[config.mk]
export PLATFORM = sky130hd
export DESIGN_NAME = shift_ex
export DESIGN_NICKNAME = d
export VERILOG_FILES = /design/src/rtl/shift_ex_pkg.sv /design/src/rtl/shift_mux.sv /design/src/rtl/shift_ex.sv
export SDC_FILE = /design/constraint.sdc
export NUM_CORES = 1
export LEC_CHECK = 0
export CORE_MARGIN = 1.5
export CORE_UTILIZATION = 53
export DETAILED_ROUTE_END_ITERATION = 10
export HOLD_SLACK_MARGIN = 0.03
export PLACE_DENSITY_LB_ADDON = 0.12
export SLEW_MARGIN = 20
export SYNTH_ARGS = -nofsm -noshare
export SYNTH_HDL_FRONTEND = slang
export SYNTH_SLANG_ARGS = --single-unit
[constraint.sdc]
create_clock -name clk -period 2.9 [get_ports clk]
set_input_delay 0.29 -clock clk [delete_from_list [all_inputs] [get_ports clk]]
set_output_delay 0.29 -clock clk [all_outputs]
set_load 0.01 [all_outputs]
[src/rtl/shift_ex_pkg.sv]
// rtl/shift_ex_pkg.sv - funct codes, FIFO entry layout and decode helpers for shift_ex
package shift_ex_pkg;

  localparam logic [5:0] FUNCT_SLL  = 6'b000000;
  localparam logic [5:0] FUNCT_SRL  = 6'b000010;
  localparam logic [5:0] FUNCT_SRA  = 6'b000011;
  localparam logic [5:0] FUNCT_SLLV = 6'b000100;
  localparam logic [5:0] FUNCT_SRLV = 6'b000110;
  localparam logic [5:0] FUNCT_SRAV = 6'b000111;

  localparam int ENTRY_W = 39;

  typedef struct packed {
    logic [31:0] result;
    logic [4:0]  rd;
    logic        wreg;
    logic        illegal;
  } entry_t;

  typedef struct packed {
    logic [4:0] sa;
    logic       right;
    logic       arith;
    logic       illegal;
  } shift_ctl_t;

  // Non-shift functs leave sa=0 and right=0 so the shifter passes rt through untouched.
  function automatic shift_ctl_t decode_funct(input logic [5:0] funct,
                                              input logic [4:0] shamt,
                                              input logic [4:0] rs_sa);
    shift_ctl_t c;
    c = '0;
    case (funct)
      FUNCT_SLL:  c.sa = shamt;
      FUNCT_SRL:  begin c.sa = shamt; c.right = 1'b1; end
      FUNCT_SRA:  begin c.sa = shamt; c.right = 1'b1; c.arith = 1'b1; end
      FUNCT_SLLV: c.sa = rs_sa;
      FUNCT_SRLV: begin c.sa = rs_sa; c.right = 1'b1; end
      FUNCT_SRAV: begin c.sa = rs_sa; c.right = 1'b1; c.arith = 1'b1; end
      default:    c.illegal = 1'b1;
    endcase
    return c;
  endfunction

  function automatic logic [31:0] bit_reverse32(input logic [31:0] d);
    logic [31:0] r;
    r = '0;
    for (int i = 0; i < 32; i++) begin
      r[i] = d[31-i];
    end
    return r;
  endfunction

endpackage

[src/rtl/shift_mux.sv]
// rtl/shift_mux.sv - 32-bit combinational barrel shifter, left/right logical and arithmetic
module shift_mux
  import shift_ex_pkg::*;
(
  input  logic [31:0] i_data,
  input  logic [4:0]  i_sa,
  input  logic        i_right,
  input  logic        i_arith,
  output logic [31:0] o_data
);

  logic [31:0] w_in;
  logic [31:0] w_s0;
  logic [31:0] w_s1;
  logic [31:0] w_s2;
  logic [31:0] w_s3;
  logic [31:0] w_s4;
  logic        w_fill;

  // Left shifts reuse the right-shift network on a bit-reversed operand.
  assign w_in   = i_right ? i_data : bit_reverse32(i_data);
  assign w_fill = i_right & i_arith & i_data[31];

  assign w_s0 = i_sa[0] ? {w_fill, w_in[31:1]}          : w_in;
  assign w_s1 = i_sa[1] ? {{2{w_fill}},  w_s0[31:2]}    : w_s0;
  assign w_s2 = i_sa[2] ? {{4{w_fill}},  w_s1[31:4]}    : w_s1;
  assign w_s3 = i_sa[3] ? {{8{w_fill}},  w_s2[31:8]}    : w_s2;
  assign w_s4 = i_sa[4] ? {{16{w_fill}}, w_s3[31:16]}   : w_s3;

  assign o_data = i_right ? w_s4 : bit_reverse32(w_s4);

endmodule

[src/rtl/shift_ex.sv]
// rtl/shift_ex.sv - execute-stage shift unit: funct decode, barrel shift, tagged result FIFO
module shift_ex
  import shift_ex_pkg::*;
#(
  parameter int DEPTH = 2
) (
  input  logic        clk,
  input  logic        clrn,
  input  logic        in_valid,
  output logic        in_ready,
  input  logic [5:0]  in_funct,
  input  logic [4:0]  in_shamt,
  input  logic [31:0] in_rs,
  input  logic [31:0] in_rt,
  input  logic [4:0]  in_rd,
  output logic        out_valid,
  input  logic        out_ready,
  output logic [31:0] out_result,
  output logic [4:0]  out_rd,
  output logic        out_wreg,
  output logic        out_illegal
);

  localparam int PTR_W = $clog2(DEPTH);
  localparam int CNT_W = $clog2(DEPTH + 1);
  localparam logic [CNT_W-1:0] FULL_CNT = CNT_W'(DEPTH);

  shift_ctl_t       w_ctl;
  logic [31:0]      w_shifted;
  entry_t           w_entry;
  entry_t           w_head;
  logic             w_push;
  logic             w_pop;
  logic             w_unused_rs;

  entry_t           r_mem [DEPTH];
  logic [PTR_W-1:0] r_wr_ptr;
  logic [PTR_W-1:0] r_rd_ptr;
  logic [CNT_W-1:0] r_count;

  assign w_ctl       = decode_funct(in_funct, in_shamt, in_rs[4:0]);
  assign w_unused_rs = ^in_rs[31:5];

  shift_mux u_shift_mux (
    .i_data  (in_rt),
    .i_sa    (w_ctl.sa),
    .i_right (w_ctl.right),
    .i_arith (w_ctl.arith),
    .o_data  (w_shifted)
  );

  always_comb begin
    w_entry         = '0;
    w_entry.result  = w_shifted;
    w_entry.rd      = in_rd;
    w_entry.wreg    = ~w_ctl.illegal & (in_rd != 5'd0);
    w_entry.illegal = w_ctl.illegal;
  end

  // Both flags come from the occupancy register only, so neither side sees the other combinationally.
  assign in_ready  = (r_count != FULL_CNT);
  assign out_valid = (r_count != '0);
  assign w_push    = in_valid & in_ready;
  assign w_pop     = out_valid & out_ready;

  always_ff @(posedge clk) begin
    if (w_push) begin
      r_mem[r_wr_ptr] <= w_entry;
    end
  end

  always_ff @(posedge clk) begin
    if (!clrn) begin
      r_wr_ptr <= '0;
      r_rd_ptr <= '0;
      r_count  <= '0;
    end else begin
      if (w_push) begin
        r_wr_ptr <= r_wr_ptr + PTR_W'(1);
      end
      if (w_pop) begin
        r_rd_ptr <= r_rd_ptr + PTR_W'(1);
      end
      case ({w_push, w_pop})
        2'b10:   r_count <= r_count + CNT_W'(1);
        2'b01:   r_count <= r_count - CNT_W'(1);
        default: r_count <= r_count;
      endcase
    end
  end

  assign w_head = r_mem[r_rd_ptr];

  // Storage is never cleared, so the head is masked while the FIFO is empty.
  assign out_result  = out_valid ? w_head.result  : 32'd0;
  assign out_rd      = out_valid ? w_head.rd      : 5'd0;
  assign out_wreg    = out_valid & w_head.wreg;
  assign out_illegal = out_valid & w_head.illegal;

endmodule

==> metrics.md <==
| Metric | Value |
|---|---|
| Largest family of logic cells by synthesized area | `compound AO/OA/AOI/OAI gates` |
| Die ar. | `12510 sq um` |
| Post-Synth Simple-Gate Area | `14.68%` |
| Mux share of post-synthesis cell area | `20.34%` |
| Max-slew headroom | `63.20%` |
| Final Max Tran Viols | `0` |
| Sw Share | `34.56%` |
| Antenna violations before repair | `0` |
| Worst Path Buf+Inv | `5` |
| Avg WL per Cell | `22.85 um` |
| Max frequency | `0.3446 GHz` |
| CTS H-tree lvls | `3` |
| Min Tclk post-route | `2902 ps` |
| Final hold vios | `0` |
| GPL Wtd Cong | `1.074` |
| Ant. Diodes | `0` |
| Number of global-route vias before repair | `6773` |
| Post-DP Area | `8593 sq um` |
| # DRC | `0` |
| Slew @ Worst Pin | `552.1 ps` |
| Hold Crit Class | `flop to flop` |
| Critical path arrival | `2960 ps` |
| WP data required | `2960 ps` |
| Seq/Total Area, Yosys | `38.89%` |
| Final Skew | `10.91 ps` |
| Die Span Y | `111.9 um` |
| Main synth FF type | `edfxtp_1` |
| Worst path slowest cell | `nor4b_4` |
| Nets | `968` |
| Detailed-route via count | `6782` |
| GR Overflow Total | `0` |
| Asr flop ratio synth | `0%` |
| Leakage | `3.577 nW` |
| Largest net degree at the start of global routing | `41` |
| Root Driver | `clkbuf_16` |
| Yosys warning total | `0` |
| Worst Setup End Kind | `flop` |
| Rows | `39` |
| Cell variety after synth | `67` |
| FF+latch count, synth | `83` |
| Adder-Cell Fraction of Synth Area | `0.1992%` |
| Reg2reg path depth | `7` |
| I/O pin total | `125` |
| DRT Pass-1 Iters | `6` |
| Non-Filler Instances | `1031` |
| Hpwl dp | `17270 um` |
| Worst vdd ir | `0.8904 mV` |
| Layout cell share with drive strength beyond 1 | `35.92%` |
| WL final | `23550 um` |
| Initial DRC Count | `722` |
| Startpoint types | `input pin` |
| Final core utilization | `82.90%` |
| Psw | `0.001831 W` |
| Clock Tree Buf Depth | `2` |
| Post-CTS Hold Buffers | `0` |
| CP max stage delay | `320 ps` |
| Failing checks | `setup timing` |
| Initial Util | `54.76%` |
| Area grow syn2layout | `51.38%` |
| Crit Path Class | `input pin to flop` |
| EDFF count, synth | `78` |
| Syn nets | `720` |
| Critical Path, Cell by Cell | `clkdlybuf4s15_1 > buf_4 > nor4b_4 > buf_4 > buf_12 > mux2i_4 > buf_4 > mux4_2 > and2_1 > a211oi_1 > a211oi_2 > o22ai_1` |
| Sequential power share | `31.5%` |
| Compound-gate portion of the synthesized area | `20.74%` |
| CTS tree | `yes` |
| Clk Latency, worst-skew pair | `340 ps` |
| Antenna Nets Post-Route | `0` |
| Vias/cell | `6.578` |
| Syn Inst Count | `635` |
| Post-Synth XOR/XNOR Area | `0.4184%` |
| Power Dens Cells | `557.3 nW/um^2` |
| Status | `complete, but fails checks` |
| Crit-path leading delay family | `buffers and inverters` |
| Post-Syn Area per Cell | `9.889 sq um` |
| DP Cell Count | `1007` |
| Clock Pin Slew Worst Setup and Hold Paths | `70 ps` |
| I/O Buffers | `97` |
| Max Cap Viol | `0` |
| Power share of the clock group | `21.6%` |
| Cell area after synthesis | `6280 sq um` |
| Design Area, Final | `9507 sq um` |
| Most frequent cells in the layout | `buf_4 (177), clkdlybuf4s50_1 (92), edfxtp_1 (78)` |
| TritonCTS buffer count | `9` |
| Final Setup Violations | `2` |
| First-pass GRT wire length | `36280 um` |
| Die X | `111.9 um` |
| Crit share post-route | `100.1%` |
| Part of the power in combinational logic | `46.9%` |
| Total GRT Usage | `37.11%` |
| Worst Hold Depth | `2` |
| Worst setup margin | `-2.242 ps` |
| Sink Count | `83` |
| Worst Path Max Fanout | `8` |
| WP depth | `12` |
| Internal cell power | `0.003467 W` |
| Core Region | `11470 sq um` |
| Cell mode on critical path | `buf_4` |
| WHS | `562.5 ps` |
| Leading cell type in the layout, fill and taps excluded | `buf_4` |
## layout make-up
type | instances | area, sq um
Clock buffer | 10 | 229.0
Clock inverter | 6 | 72.57
Fill cell | 637 | 1961
Inverter | 3 | 11.26
Multi-Input combinational cell | 499 | 4033
Sequential cell | 83 | 2444
Tap cell | 143 | 178.9
Timing Repair Buffer | 287 | 2539
## logic make-up (layout without fill, tap and decap cells)
| kind of cell | count (synthesis) | count (layout) |
|---|---|---|
| simple gates | 190 | 190 |
| compound gates | 187 | 187 |
| mux | 118 | 118 |
| flops | 83 | 83 |
| buf+inv | 53 | 306 |
| xor+xnor | 3 | 3 |
| fa+ha+maj | 1 | 1 |
## cell usage after synthesis (all sizes together), types with 9 or more instances
master  instances  area, sq um
o22ai          17        112.6
nor2           69        266.5
clkbuf         21        78.83
buf            29        206.5
nand2          45        168.9
a21oi          49        245.2
a22oi          20        165.2
nand3          22        122.6
o211ai         13        102.6
a211oi         14        115.1
edfxtp         78         2342
o21ai          26        133.9
mux2i         105         1075
nor3           22        137.6
o221ai          9        102.6
## layer usage
metal / vias up / track usage, % / wire [um]
met4: 0 / 16.12 / 822
met3: 83 / 7.948 / 2453
met2: 459 / 60.00 / 11110
li1: 2989 / - / -
met1: 3251 / 48.22 / 9168
met5: - / 0 / 0
## power groups by stage
stage	Sequential [W]	Combinational [W]	Clock, W
final	0.00167	0.00248	0.00115
after floorplan	0.00163	0.00119	0
after detailed placement	0.00169	0.00232	0
after global placement	0.00167	0.00226	0
after CTS	0.00167	0.00242	0.00116
after global routing	0.00168	0.00263	0.00121
## timing repair
| item | in CTS | in global routing |
|---|---|---|
| pin swaps | 6 | 10 |
| gates cloned | 1 | 0 |
| setup endpoints to repair | 62 | 64 |
| resized for setup | 66 | 47 |
| endpoints found under the hold margin | 0 | 0 |
| setup buffers | 6 | 1 |
## tightest hold or removal path, cell delays in order, from the launching register on
cell and delay [ps]:
dfxtp_1 340, o21ai_0 80, a21boi_0 90
## flip-flops by register name, summed over array words and instances (netlist names), named ones only
name      flops
r_mem        78
r_count       2
r_wr_ptr      1
r_rd_ptr      1
## final timing paths
check                                    end         from  slack [ps]
worst max-delay path            r_mem[1][18]  in_funct[4]          -2
worst min-delay path              r_count[1]   r_count[1]         560
worst max register to register    r_count[1]   r_count[0]         940
worst min register to register    r_count[1]   r_count[1]         560
## per-stage QoR
step	setup WS, ps	setup TNS, ps	total power (W)
2_1_floorplan	115.5	0	0.002825
3_3_place_gp	-573.7	-25420	0.003927
3_5_place_dp	-591.9	-28420	0.004012
4_1_cts	6.022	0	0.005246
5_1_grt	-63.07	-597.5	0.005516
6_report	-2.242	-4.269	0.005298
Power figures use the tool's default switching activity.
==> variant, RTL diff (same settings) <==
The parameter `DEPTH` goes from 2 to 4.
--- a/src/rtl/shift_ex.sv
+++ b/src/rtl/shift_ex.sv
@@ -3,5 +3,5 @@
   import shift_ex_pkg::*;
 #(
-  parameter int DEPTH = 2
+  parameter int DEPTH = 4
 ) (
   input  logic        clk,
Check against the original RTL: not equivalent (a bounded check fails within 4 cycles, from zero or initial values).
==> variant against the original RTL <==
  * The run still ends with setup timing left
  * Setup slack gained 1.1 ps
  * Combinational power grew 37%
  * Design area grew 39%
  * Sequential cell count grew 82
  * Fmax is essentially flat
  * Count of clock-buffer cells in the layout grew 8
  * Routed wire length grew 29%
  * Power grew 64%
  * Synthesized cell count grew 20%
  * Cell count grew 23%
  * Clock power grew 93%
  * Area after synthesis grew 48%
  * First-iteration DRC count grew 17%
  * Hold slack lost 17 ps
  * Largest cell class is now sequential cells
  * Largest power group unchanged
  * Highest routed layer unchanged
==> variant: results (changes against the original RTL) <==
| Metric | Value |
|---|---|
| TritonCTS Buffers | `17 (+8)` |
| Crit-path max FO | `7 (-1)` |
| Worst-path cell with the longest stage delay | `clkdlybuf4s50_1` |
| Post-route setup TNS | `-1.12 ps (+3.15 ps)` |
| Sequential area share after synthesis | `52.2% (+13 points)` |
| DP Worst Slack | `-764 ps (-172 ps)` |
| Slew headroom | `60.1% (-3.1 points)` |
| Reg2Reg Setup Slack | `350 ps (-590 ps)` |
| Clock insertion delay at the later pin of the skew report | `420 ps (+80 ps)` |
| Synth Area in Compound Gates | `12.3% (-8.4 points)` |
| Hold Crit Depth | `1 (-1)` |
| Peak supply drop | `0.00108 V (+21%)` |
| Hold path start | `in_rd[4]` |
| Cell variety after synth | `64 (-4.5%)` |
| Total GRT Usage | `33.7% (-3.4 points)` |
| Net Count, Synth | `851 (+18%)` |
| First-pass GRT wire length | `45800 um (+26%)` |
| Setup Buffers After CTS | `4 (-2)` |
| Synth Area in Adders | `0.887% (+0.69 points)` |
| Net count, final | `1123 (+16%)` |
| Post-synth EDFFs | `156 (+100%)` |
| Worst setup endpoint | `r_mem[0][22]` |
| Status | `finished with violations` |
| DR WL/cell | `23.9 um (+4.6%)` |
| Clk_skew | `5.42 ps (-5.49 ps)` |
| Vias/cell | `6.27 (-4.7%)` |
| Worst hold slack | `546 ps (-16.5 ps)` |
| Non-filler instance count after layout | `1270 (+23%)` |
| Worst Hold End | `r_mem[0][6]` |
| Placed Instance Area | `0.0120 mm^2 (+39%)` |
| H-tree depth | `4 (+1)` |
| RR Endpoint | `r_count[2]` |
| Most frequent cells after synthesis | `edfxtp_1, nand2_1, mux2i_1` |
| Post-CTS Resized | `62 (-6.1%)` |
| Pleak | `4.81 nW (+35%)` |
| Worst EP arrival | `3080 ps (+120 ps)` |
| GPL Wtd Cong | `0.973 (-9.4%)` |
| Mux cell area share after synthesis | `17.9% (-2.4 points)` |
| R2r worst-path depth | `10 (+3)` |
| Dominant cells by area after synthesis | `edfxtp_1, mux4_2, mux2i_1` |
| DP Cell Count | `1230 (+22%)` |
| Failing checks | `setup timing` |
| Setup ws final | `-1.12 ps (+1.12 ps)` |
| Layout cells sized above 1 | `35.9% (-0.038 points)` |
| Final setup viols | `1 (-1)` |
| CP max stage delay | `530 ps (+210 ps)` |
## variant: per-layer routing
metal	part of all wire [%]	GRT usage (%)	wire length, um	up-vias
met5	0	0	0	-
met3	7.1	5.35	2160	67
met2	50	58.4	15300	395
met1	40	44.2	12200	3958
li1	-	-	-	3539
met4	2.5	9.02	753	0
## variant: final cells by class
| type | count | area, um^2 |
|---|---|---|
| clock buffer | 18 | 429 |
| clock inverter | 13 | 148 |
| fill | 1064 | 4050 |
| inverter | 7 | 26.3 |
| multi-input combinational | 534 | 4680 |
| sequential | 165 | 4870 |
| tap | 225 | 282 |
| timing repair buffer | 308 | 2750 |
## variant: report_power, final
| part | internal, mW | total [mW] | switching [mW] | leakage [nW] |
|---|---|---|---|---|
| clock | 1.28 | 2.22 | 0.941 | 0.272 |
| combinational | 1.79 | 3.41 | 1.62 | 3.03 |
| sequential | 2.96 | 3.06 | 0.0997 | 1.51 |
| total | 6.03 | 8.69 | 2.66 | 4.81 |
